**config.mk**
```make
export PLATFORM = sky130hd
export DESIGN_NAME = jt1942_dwnld
export DESIGN_NICKNAME = d
export VERILOG_FILES = /design/src/rtl/jt1942_dwnld.sv
export SDC_FILE = /design/constraint.sdc
export NUM_CORES = 1
export LEC_CHECK = 0
export CORE_AREA = 2 2 99 125
export DETAILED_ROUTE_END_ITERATION = 10
export DIE_AREA = 0 0 101 127
export PLACE_DENSITY = 0.86
export SETUP_SLACK_MARGIN = 0.02
export SYNTH_ARGS = -nofsm -noshare
export SYNTH_HDL_FRONTEND = slang
export SYNTH_SLANG_ARGS = --single-unit
export TNS_END_PERCENT = 10
```
**constraint.sdc**
```tcl
create_clock -name clk -period 1.6 [get_ports clk]
set_input_delay 0.16 -clock clk [delete_from_list [all_inputs] [get_ports clk]]
set_output_delay 0.16 -clock clk [all_outputs]
set_load 0.02 [all_outputs]
```
**src/rtl/jt1942_dwnld.sv**
```systemverilog
// ROM download writer: packs host bytes into 16-bit SDRAM words behind a
// request/ack handshake with a one-entry skid, routes the PROM region to
// per-PROM write strobes, and owns the downloading/done flags.
module jt1942_dwnld #(
    parameter logic [21:0] PROM_START = 22'h2A000,
    parameter int          PROM_COUNT = 10
) (
    input  logic                  clk,
    input  logic                  rst,
    input  logic                  ioctl_downloading,
    input  logic [21:0]           ioctl_addr,
    input  logic [7:0]            ioctl_data,
    input  logic                  ioctl_wr,
    output logic                  sdram_we,
    output logic [21:0]           sdram_addr,
    output logic [15:0]           sdram_din,
    input  logic                  sdram_ack,
    output logic [7:0]            prog_addr,
    output logic [3:0]            prog_din,
    output logic [PROM_COUNT-1:0] prom_we,
    output logic                  downloading,
    output logic                  dwnld_done,
    output logic                  overflow
);
    typedef struct packed {
        logic [21:0] addr;
        logic [15:0] din;
    } wr_req_t;

    typedef enum logic {IDLE, WRITE} state_t;

    localparam logic [22:0] PROM_END = 23'(PROM_START) + 23'(256 * PROM_COUNT);

    state_t      state_q, state_d;
    logic        half_valid, dl_prev;
    logic [7:0]  lo_byte;
    logic [20:0] half_addr;
    logic        skid_v;
    wr_req_t     skid, w;

    logic        wr_ok, in_sdram, in_prom, odd_word, even_byte, flush, w_vld;
    logic [21:0] prom_off;
    logic        load_out, load_from_skid, skid_load, skid_clr, ovf_set;
    logic        dl_next;

    assign wr_ok     = ioctl_wr & ioctl_downloading;
    assign in_sdram  = ioctl_addr < PROM_START;
    assign in_prom   = !in_sdram && ({1'b0, ioctl_addr} < PROM_END);
    assign prom_off  = ioctl_addr - PROM_START;
    assign odd_word  = wr_ok & in_sdram & ioctl_addr[0];
    assign even_byte = wr_ok & in_sdram & ~ioctl_addr[0];
    // A trailing even byte is flushed with 0xFF in the odd lane when the host window closes.
    assign flush     = dl_prev & ~ioctl_downloading & half_valid;
    assign w_vld     = odd_word | flush;
    assign w.addr    = odd_word ? {1'b0, ioctl_addr[21:1]} : {1'b0, half_addr};
    assign w.din     = odd_word ? {ioctl_data, half_valid ? lo_byte : 8'hFF}
                                : {8'hFF, lo_byte};
    assign sdram_we  = (state_q == WRITE);

    // Half-word capture and download-window edge tracking
    always_ff @(posedge clk) begin
        if (rst) begin
            half_valid <= 1'b0;
            lo_byte    <= '0;
            half_addr  <= '0;
            dl_prev    <= 1'b0;
        end else begin
            dl_prev <= ioctl_downloading;
            if (even_byte) begin
                half_valid <= 1'b1;
                lo_byte    <= ioctl_data;
                half_addr  <= ioctl_addr[21:1];
            end else if (w_vld) begin
                half_valid <= 1'b0;
            end
        end
    end

    // Write engine next state: skid word always issues before a newly completed word
    always_comb begin
        state_d        = state_q;
        load_out       = 1'b0;
        load_from_skid = 1'b0;
        skid_load      = 1'b0;
        skid_clr       = 1'b0;
        ovf_set        = 1'b0;
        case (state_q)
            IDLE: begin
                if (w_vld) begin
                    load_out = 1'b1;
                    state_d  = WRITE;
                end
            end
            WRITE: begin
                if (sdram_ack) begin
                    if (skid_v) begin
                        load_out       = 1'b1;
                        load_from_skid = 1'b1;
                        skid_clr       = 1'b1;
                        skid_load      = w_vld;
                    end else if (w_vld) begin
                        load_out = 1'b1;
                    end else begin
                        state_d = IDLE;
                    end
                end else if (w_vld) begin
                    if (skid_v) ovf_set   = 1'b1;
                    else        skid_load = 1'b1;
                end
            end
            default: state_d = IDLE;
        endcase
    end

    // Write engine registers: state, output word, skid slot, overflow
    always_ff @(posedge clk) begin
        if (rst) begin
            state_q    <= IDLE;
            sdram_addr <= '0;
            sdram_din  <= '0;
            skid_v     <= 1'b0;
            skid       <= '0;
            overflow   <= 1'b0;
        end else begin
            state_q <= state_d;
            if (load_out) begin
                sdram_addr <= load_from_skid ? skid.addr : w.addr;
                sdram_din  <= load_from_skid ? skid.din  : w.din;
            end
            if (skid_load) begin
                skid   <= w;
                skid_v <= 1'b1;
            end else if (skid_clr) begin
                skid_v <= 1'b0;
            end
            if (ovf_set) overflow <= 1'b1;
        end
    end

    // PROM routing: one-cycle strobe, address/data held until the next PROM byte
    always_ff @(posedge clk) begin
        if (rst) begin
            prom_we   <= '0;
            prog_addr <= '0;
            prog_din  <= '0;
        end else begin
            prom_we <= '0;
            if (wr_ok && in_prom) begin
                prom_we   <= PROM_COUNT'(1) << prom_off[11:8];
                prog_addr <= prom_off[7:0];
                prog_din  <= ioctl_data[3:0];
            end
        end
    end

    // downloading stays up until the host window is closed and every write has drained
    assign dl_next = ioctl_downloading |
                     (downloading & ~(~half_valid & (state_q == IDLE) & ~skid_v));

    // Download flag and completion pulse
    always_ff @(posedge clk) begin
        if (rst) begin
            downloading <= 1'b0;
            dwnld_done  <= 1'b0;
        end else begin
            downloading <= dl_next;
            dwnld_done  <= downloading & ~dl_next;
        end
    end
endmodule

```
# After elaboration in Yosys (flattened, before gate mapping)
# Cells that the tools add are included.
# Widths: inputs -> output; s select.
[totals]
regBits = 134
latch_bits = 0
mem_bits_rw = 0
rom_bits = 0
input_bits = 35
out_inout_bits = 64
elab_cells = 72
memories = 0
[op_classes]
add_sub_neg = 1
multipliers = 0
div_mod_pow = 0
order_cmp = 2
n_eq_ne = 0
n_shift = 1
muxes = 26
n_bitwise = 20
n_reduce_logical = 6
[ops]
columns = ["cell", "n"]
rows = [
  ["$lt 22x18->1 const B", 2],
  ["$mux 16", 2],
  ["$mux 22", 1],
  ["$mux 21", 1],
  ["$mux 1", 19],
  ["$sub 12x1->12 const B", 1],
  ["$and 1x1->1", 10],
  ["$shl 1x4->10 const A", 1],
  ["$mux 8", 1],
  ["$not 1->1", 8],
  ["$pmux 1 s2", 2],
  ["$reduce_bool 2->1", 2],
  ["$logic_and 1x1->1", 2],
  ["$or 1x1->1", 2],
  ["$reduce_or 2->1", 1],
  ["$logic_not 1->1", 1],
]

# Depth between registers and ports, before layout
# Gate-level depths: netlist of run 1.
[logic_depth]
word_depth = 8
ltp_mapped = 8
mapped_depth_nobuf = 5

# Least setup slack after synthesis of run 1
# No wires, ideal clock.
[synth_path]
path_kind = "register to register"
startpoint = "register state_q, in the netlist sdram_we"
endpoint = "register sdram_addr[16]"
setup_ps = 73
arrival_ps = 1689
required_time_ps = 1527
slack_ps = -162
stages_incl_launch_ff = 8
path_buffers = 2
synth_period_minus_slack_ps = 1762
cell_sequence = "dfxtp_1 > nand2_1 > a41oi_2 > o21ai_2 > or3_1 > buf_2 > buf_6 > o211ai_2"
[synth_between]
elab_chain_len = 2
elab_cells_between_ends = 4
cone_classes = "3 x mux; 1 x bitwise"
[synth_lines]
columns = ["item", "line_no", "rtl"]
rows = [
  ["start, declared", "34", "state_t state_q, state_d;"],
  ["start signal, assigned", "125", "state_q <= state_d;"],
  ["$not 1->1 or $mux 1 (tied branches)", "--", ""],
  ["$pmux 1 s2 or $mux 22 (tied branches)", "87, 127", ""],
  ["end signal, assigned", "127", "sdram_addr <= load_from_skid ? skid.addr : w.addr;"],
  ["end, declared", "15", "output logic [21:0] sdram_addr,"],
]
# Several ways; a longest one is shown, not always the timed one.
# A chain may end at the register's enable or synchronous reset.

# Worst setup path after layout of run 1
[layout_path]
startpoint = "register skid_v"
endpoint = "register skid[7] (netlist bit)"
[layout_between]
elab_chain_len = 4
elab_cells_between_ends = 5
cone_classes = "5 x mux"
[layout_lines]
columns = ["item", "line_no", "rtl"]
rows = [
  ["start, declared", "38", "logic skid_v;"],
  ["start signal, assigned", "121", "skid_v <= 1'b0;"],
  ["start signal, assigned", "132", "skid_v <= 1'b1;"],
  ["start signal, assigned", "134", "skid_v <= 1'b0;"],
  ["$mux 1", "107", "if (skid_v) ovf_set = 1'b1;"],
  ["$mux 1", "106", "end else if (w_vld) begin"],
  ["$mux 1 (*)", "95", "if (sdram_ack) begin"],
  ["$mux 1 (*)", "87", "case (state_q)"],
  ["end signal, assigned", "131", "skid <= w;"],
  ["end, declared", "39", "wr_req_t skid, w;"],
]
# Every way passes the cells marked *; elsewhere a longest branch is shown, timed or not.

==> summary.md, run 1 <==
| Metric | Value |
|---|---|
| H-tree depth | `4` |
| Setup TNS | `-0.149 ns` |
| Row count | `44` |
| Vias in the first global route | `5413` |
| Final Hold Vio Count | `0` |
| Clock root buffer | `clkbuf_16` |
| Fillers | `750` |
| Largest family of logic cells by synthesized area | `simple AND/OR/NAND/NOR gates` |
| Multi-input gate area | `2700 um^2` |
| Area fraction in compound gates after synthesis | `0.190` |
| Status | `finished, violations left` |
| Layout cell share with drive strength beyond 1 | `0.254` |
| Place WS | `-0.691 ns` |
| Failing checks | `setup timing` |
| Final worst path period share | `1.06` |
| Clock Tree Buf Depth | `2` |
| Die width | `101 um` |
| Routability cong. | `0.854` |
| Skew final | `0.00777 ns` |
| RSZ-0062 raised after global routing | `true` |
| Area of the mapped netlist | `5380 um^2` |
| Initial Util | `0.465` |
| Vias | `5374` |
| Final setup fails | `6` |
| CTS sink count | `132` |
| Most frequent cells in the layout | `128 x dfxtp_1, 78 x clkdlybuf4s50_1, 69 x buf_4` |
| Cells after Synth | `572` |
| Synth Warn # | `0` |
| CP startpoint kind | `flip-flop` |
| Synth top area share | `0.491` |
| GR Overflow Total | `0` |
| Netlist cell types | `48` |
| Clock latency on the worst-skew pair | `0.42 ns` |
| First-pass GRT wire length | `26700 um` |
| Sequential cell area | `2650 um^2` |
| Hold Crit Class | `input pin to flip-flop` |
| DIE AREA | `12800 um^2` |
| Area after DPL | `6910 um^2` |
| Total global-route track usage | `0.265` |
| TritonCTS clock tree | `yes` |
| Layout Nets | `763` |
| EDFF count, synth | `0` |
| Area grow syn2layout | `49.1%` |
| DP HPWL | `10500 um` |
| CP Class | `flip-flop to flip-flop` |
| Critical Path Sink Type | `flip-flop` |
| Num CTS Buffers | `17` |
| Synthesis-stage register bit count | `132` |
| Worst hold slack | `0.0999 ns` |
| Power Density | `959 nW/um^2` |
| Detail Route Antenna Nets | `0` |
| # port buffers | `97` |
| Net Count, Synth | `607` |
| Crit path max fanout | `12` |
| CTS Hold Bufs | `0` |
| Seq/Total Area, Yosys | `0.491` |
| Primary FF master, synth | `dfxtp_1` |
| Post-synthesis adder-cell area fraction | `0` |
| Drt pass-1 iters | `5` |
| N_diodes | `0` |
| Worst EP arrival | `1.98 ns` |
| DR vias/cell | `6.12` |
| Mux contribution to synthesized area | `0.0707` |
| Simple-gate portion of the synthesized area | `0.197` |
| Largest net degree at the start of global routing | `49` |
| # DRC | `0` |
| Design area | `8020 um^2` |
| CTS clk-pin slew, worst paths | `0.05 ns` |
| Max Cap Viol | `0` |
| Area contributors post-synth | `dfxtp_1 49%, mux2i_1 7.1%, a21oi_1 6.7%` |
| Detailed Route WL | `18500 um` |
| Most common cell after layout, fill and taps aside | `dfxtp_1` |
| Avg Inst Size Synth | `9.41 um^2` |
| Post-Synth XOR/XNOR Area | `0.00163` |
| CP required | `1.88 ns` |
| Core area | `11600 um^2` |
| Initial antenna violation count | `0` |
| Setup ws final | `-0.0975 ns` |
| Fmax | `589 MHz` |
| Largest area contributor in the netlist | `dfxtp_1` |
| Num ports | `99` |
| Drt wl/cell | `21.1 um` |
| FFs w/ async S/R, synth | `0` |
| Die height | `127 um` |
| Pleak | `3.06 nW` |
| Crit path time final | `1.70 ns` |
| Maximum VDD drop | `0.597 mV` |
| Max Transition Viols Final | `0` |
| First DRT Iteration DRCs | `310` |
critical path, cell delays in order, from the launching register on:
cell and delay, ns:
dfxtp_2 0.34, buf_4 0.16, xnor2_2 0.26, nand2_2 0.12, buf_4 0.21, nor4_1 0.37, nor3_1 0.11
per-stage QoR:
step                      instances  power [mW]  utilization
final                           878        7.69        0.694
after global routing            878        7.85        0.694
after CTS                       870        7.66        0.670
after detailed placement        827        3.68        0.598
after global placement          827        3.67        0.598
after floorplan                 572        3.49            -
worst paths after layout:
kind	cells after the start	slack [ns]	from	endpoint
hold reg to reg	2	0.46	prog_addr[5]	prog_addr[5]
setup / recovery	6	-0.1	skid_v	skid[7]
setup reg to reg	6	-0.1	skid_v	skid[7]
hold / removal	3	0.1	rst	prom_we[9]
Yosys cell counts, types with 10 or more instances:
cell type / number
o221ai_1: 16
mux2i_1: 38
nand2_1: 46
nand3b_1: 32
dfxtp_1: 132
nor2_1: 50
nor4_1: 12
clkbuf_1: 30
buf_2: 11
a211oi_1: 17
a21oi_1: 72
nor3_1: 23
o211ai_2: 10
logic make-up (layout without fill, tap and decap cells):
family / count (synthesis) / count (layout)
AOI/OAI and AO/OA: 147 / 147
xor gates and xnor gates: 1 / 1
buffers and inverters: 54 / 222
DFF: 132 / 132
muxes: 38 / 38
other: 1 / 1
and+or+nand+nor: 199 / 199
cell type report:
cell class	count	share of cell area
clock buffers	19	0.0579
clock inverters	12	0.0192
inverters	4	0.00187
multi-input cells	386	0.337
flip-flops and latches	132	0.331
well taps	138	0.0215
repair buffers	187	0.232
power breakdown:
group          internal, mW  leakage (nW)  switching (mW)
clock network          2.57         0.296            1.48
logic                 0.153          1.70           0.183
registers              3.29          1.07         0.00583
total                  6.02          3.06            1.67
timing repair:
action	4_1_cts	5_1_grt
setup buffers	7	7
pin swaps	7	15
setup endpoints to repair	126	108
gates cloned	5	2
hold endpoints to repair	0	0
resized for setup	40	48
routing by layer:
| metal | routed length [um] | global-route usage |
|---|---|---|
| met1 | 6620 | 0.288 |
| met2 | 9760 | 0.473 |
| met3 | 1330 | 0.0651 |
| met4 | 840 | 0.134 |
| met5 | 0 | 0 |
flip-flops by register name, indices dropped and copies added (netlist names), 4 cells and up:
signal and flops:
prog_addr 8, skid 37, prog_din 4, sdram_addr 21, half_addr 21, lo_byte 8
prom_we 10, sdram_din 16
Power figures use the tool's default switching activity.
==> inputs of run 2 (changes only) <==
ABC_AREA = 1   (was unset)
CORE_AREA = 2 2 103 129   (was 2 2 99 125)
CTS_CLUSTER_DIAMETER = 120   (was unset)
DIE_AREA = 0 0 105 131   (was 0 0 101 127)
==> run 2 against run 1 <==
Compared with the run above:
- the flow now finishes without violations
- routed wire length shrank 7.9%
- sequential power is essentially flat
- synthesized area up 9.4%
- critical path type is now flip-flop to output port
- largest power group unchanged
==> summary.md, run 2 <==
| Metric | Value |
|---|---|
| Final Hold Vio Count | `0 (unchanged)` |
| Critical Path Sink Type | `output port (was flip-flop)` |
| Stages on worst setup path | `1 (was 6)` |
| Most common cell after layout, fill and taps aside | `nand2_1 (was dfxtp_1)` |
| Num ports | `99 (unchanged)` |
| Clock Tree Buf Depth | `2 (unchanged)` |
| Fillers | `971 (was 750)` |
| Maximum VDD drop | `1.24 mV (was 0.597 mV)` |
| Netlist cell types | `30 (was 48)` |
| Finished Layout Cells | `1191 (was 878)` |
| Most flops, register | `skid (unchanged)` |
| Crit path time final | `1.56 ns (was 1.70 ns)` |
| Final setup fails | `0 (was 6)` |
| CP Class | `flip-flop to output port (was flip-flop to flip-flop)` |
| TritonCTS clock tree | `yes (unchanged)` |
| # port buffers | `97 (unchanged)` |
| Area contributors post-synth | `dfxtp_1 45%, nand2_1 15%, nor2_1 9.9% (was dfxtp_1 49%, mux2i_1 7.1%, a21oi_1 6.7%)` |
| Total global-route track usage | `0.227 (was 0.265)` |
| Hold Crit Class | `input pin to flip-flop (unchanged)` |
| Die width | `105 um (was 101 um)` |
| Max Cap Viol | `0 (unchanged)` |
| DIE AREA | `13800 um^2 (was 12800 um^2)` |
| Most frequent cells in the layout | `227 x nand2_1, 152 x nor2_1, 130 x dfxtp_1 (was 128 x dfxtp_1, 78 x clkdlybuf4s50_1, 69 x buf_4)` |
| Num CTS Buffers | `17 (unchanged)` |
| Crit path max fanout | `2 (was 12)` |
| Synth top area share | `0.449 (was 0.491)` |
| Max Transition Viols Final | `0 (unchanged)` |
| Area grow syn2layout | `39.9% (was 49.1%)` |
| Power Density | `923 nW/um^2 (was 959 nW/um^2)` |
| Most numerous cell in the Yosys netlist | `nand2_1 (was dfxtp_1)` |
| Largest net degree at the start of global routing | `74 (was 49)` |
| Drt pass-1 iters | `6 (was 5)` |
| Synth Warn # | `0 (unchanged)` |
| Worst hold slack | `0.245 ns (was 0.0999 ns)` |
| Clock root buffer | `clkbuf_16 (unchanged)` |
| Drt wl/cell | `14.3 um (was 21.1 um)` |
| Pleak | `3.87 nW (was 3.06 nW)` |
| Worst r2r dst | `skid[2] (was skid[7])` |
| Synth top cells by count | `232 x nand2_1, 156 x nor2_1, 132 x dfxtp_1 (was 132 x dfxtp_1, 72 x a21oi_1, 50 x nor2_1)` |
| Synthesis-stage register bit count | `132 (unchanged)` |
| CP bufs+invs | `1 (was 2)` |
| CTS Hold Bufs | `0 (unchanged)` |
| Hold_sp | `ioctl_addr[16] (was rst)` |
| Inst Count DP | `1151 (was 827)` |
| CTS clk-pin slew, worst paths | `0.06 ns (was 0.05 ns)` |
| CP max stage cell | `clkdlybuf4s50_1 (was nor4_1)` |
| First-pass GRT wire length | `25200 um (was 26700 um)` |
| FFs w/ async S/R, synth | `0 (unchanged)` |
| RSZ-0062 raised after global routing | `true (unchanged)` |
| Area of the mapped netlist | `5890 um^2 (was 5380 um^2)` |
| Routability cong. | `0.893 (was 0.854)` |
| CP required | `1.44 ns (was 1.88 ns)` |
| Max FFs per register | `37 (unchanged)` |
| CP startpoint kind | `flip-flop (unchanged)` |
| WHS Endpoint | `half_addr[15] (was prom_we[9])` |
| Setup TNS | `0 ns (was -0.149 ns)` |
| Detailed Route WL | `17100 um (was 18500 um)` |
| H-tree depth | `4 (unchanged)` |
| Row count | `46 (was 44)` |
| Primary FF master, synth | `dfxtp_1 (unchanged)` |
| Vias | `6067 (was 5374)` |
| Layout Nets | `1045 (was 763)` |
| CTS sink count | `132 (unchanged)` |
| Top flop regs | `skid x37, half_addr x21, sdram_addr x21 (unchanged)` |
| Layout cell share with drive strength beyond 1 | `0.124 (was 0.254)` |
| Critical R2R Launch | `skid_v (unchanged)` |
| Core area | `12500 um^2 (was 11600 um^2)` |
| Detail Route Antenna Nets | `0 (unchanged)` |
| GR Overflow Total | `0 (unchanged)` |
| Crit-path leading delay family | `buffers and inverters (was simple AND/OR/NAND/NOR gates)` |
| Avg Inst Size Synth | `6.63 um^2 (was 9.41 um^2)` |
| Status | `completed (was finished, violations left)` |
| Largest area contributor in the netlist | `dfxtp_1 (unchanged)` |
| Critical Path, Cell by Cell | `clkdlybuf4s50_1 (was buf_4, xnor2_2, nand2_2, buf_4, nor4_1, nor3_1)` |
| Fin util | `0.656 (was 0.694)` |
| Clock latency on the worst-skew pair | `0.42 ns (about the same)` |
| Register-to-register setup slack | `0.05 ns (was -0.1 ns)` |
| Crit-path max cell delay | `0.62 ns (was 0.37 ns)` |
| Worst EP arrival | `1.40 ns (was 1.98 ns)` |
| First DRT Iteration DRCs | `613 (was 310)` |
| R2R depth | `10 (was 6)` |
| Hold depth | `3 (unchanged)` |
| Cells after Synth | `888 (was 572)` |
| Initial antenna violation count | `0 (unchanged)` |
| Skew final | `0.00650 ns (was 0.00777 ns)` |
| Total power | `7.60 mW (was 7.69 mW)` |
| Vias in the first global route | `5313 (was 5413)` |
| Fmax | `641 MHz (was 589 MHz)` |
| N_diodes | `0 (unchanged)` |
| DR vias/cell | `5.09 (was 6.12)` |
| Final worst path period share | `0.975 (was 1.06)` |
| # DRC | `0 (unchanged)` |
| Initial Util | `0.469 (was 0.465)` |
| DP HPWL | `10300 um (was 10500 um)` |
| Net Count, Synth | `923 (was 607)` |
| EDFF count, synth | `0 (unchanged)` |
| Die height | `131 um (was 127 um)` |
| Seq/Total Area, Yosys | `0.449 (was 0.491)` |
-- run 2: kinds of logic (layout without fill, tap and decap cells) --
family / count (synthesis) / after routing / share of synthesized area
flip-flops: 132 / 132 / 0.449
AO/OA/AOI/OAI: 124 / 124 / 0.106
other: 1 / 1 / 0.000637
buffers and inverters: 167 / 302 / 0.116
AND/OR/NAND/NOR: 464 / 464 / 0.328
-- run 2: how the worst max path moves through the flow --
| stage | start | endpoint |
|---|---|---|
| 5_1_grt | sdram_we | skid[2] |
| 6_report | prog_addr[6] | prog_addr[6] |
| 3_5_place_dp | ioctl_downloading | sdram_din[7] |
| 4_1_cts | ioctl_addr[19] | sdram_addr[20] |
| 3_3_place_gp | ioctl_downloading | sdram_din[7] |
| 2_1_floorplan | sdram_we | skid[16] |
-- run 2: through the flow --
step                area (um^2)  setup WS, ns
floorplan                  5890        0.0405
global placement           7350        -0.436
detailed placement         7350        -0.454
CTS                        8000        0.0164
global route               8240       -0.0553
finish                     8240        0.0398
-- run 2: routing by layer --
| layer | share of wire | track usage | vias up | routed length, um |
|---|---|---|---|---|
| li1 | - | - | 2992 | - |
| met1 | 0.39 | 0.277 | 2718 | 6730 |
| met2 | 0.50 | 0.389 | 306 | 8560 |
| met3 | 0.077 | 0.0526 | 51 | 1320 |
| met4 | 0.028 | 0.0925 | 0 | 471 |
| met5 | 0 | 0 | - | 0 |
-- run 2: cell type report --
| class | count | area [um^2] | share of cell area |
|---|---|---|---|
| flip-flops and latches | 132 | 2650 | 0.321 |
| clock buffers | 20 | 437 | 0.0530 |
| well taps | 168 | 210 | 0.0255 |
| repair buffers | 155 | 1670 | 0.203 |
| clock inverters | 12 | 155 | 0.0188 |
| inverters | 115 | 437 | 0.0530 |
| multi-input cells | 589 | 2680 | 0.325 |
-- run 2: what timing repair did --
action,in CTS,in global routing
pin swaps,5,10
hold endpoints to repair,0,0
gates cloned,1,4
setup endpoints to repair,42,111
resized for setup,15,43
setup buffers,0,3
-- run 2: worst min-delay path: stages --
cell	delay, ns
dlygate4sd2_1	0.26
o21ai_0	0.11
a21oi_1	0.10
-- run 2: power by group --
group	internal [mW]	leakage (nW)	switching (mW)
Clock	2.45	0.285	1.45
Combinational	0.165	2.52	0.226
Sequential	3.30	1.06	0.00605
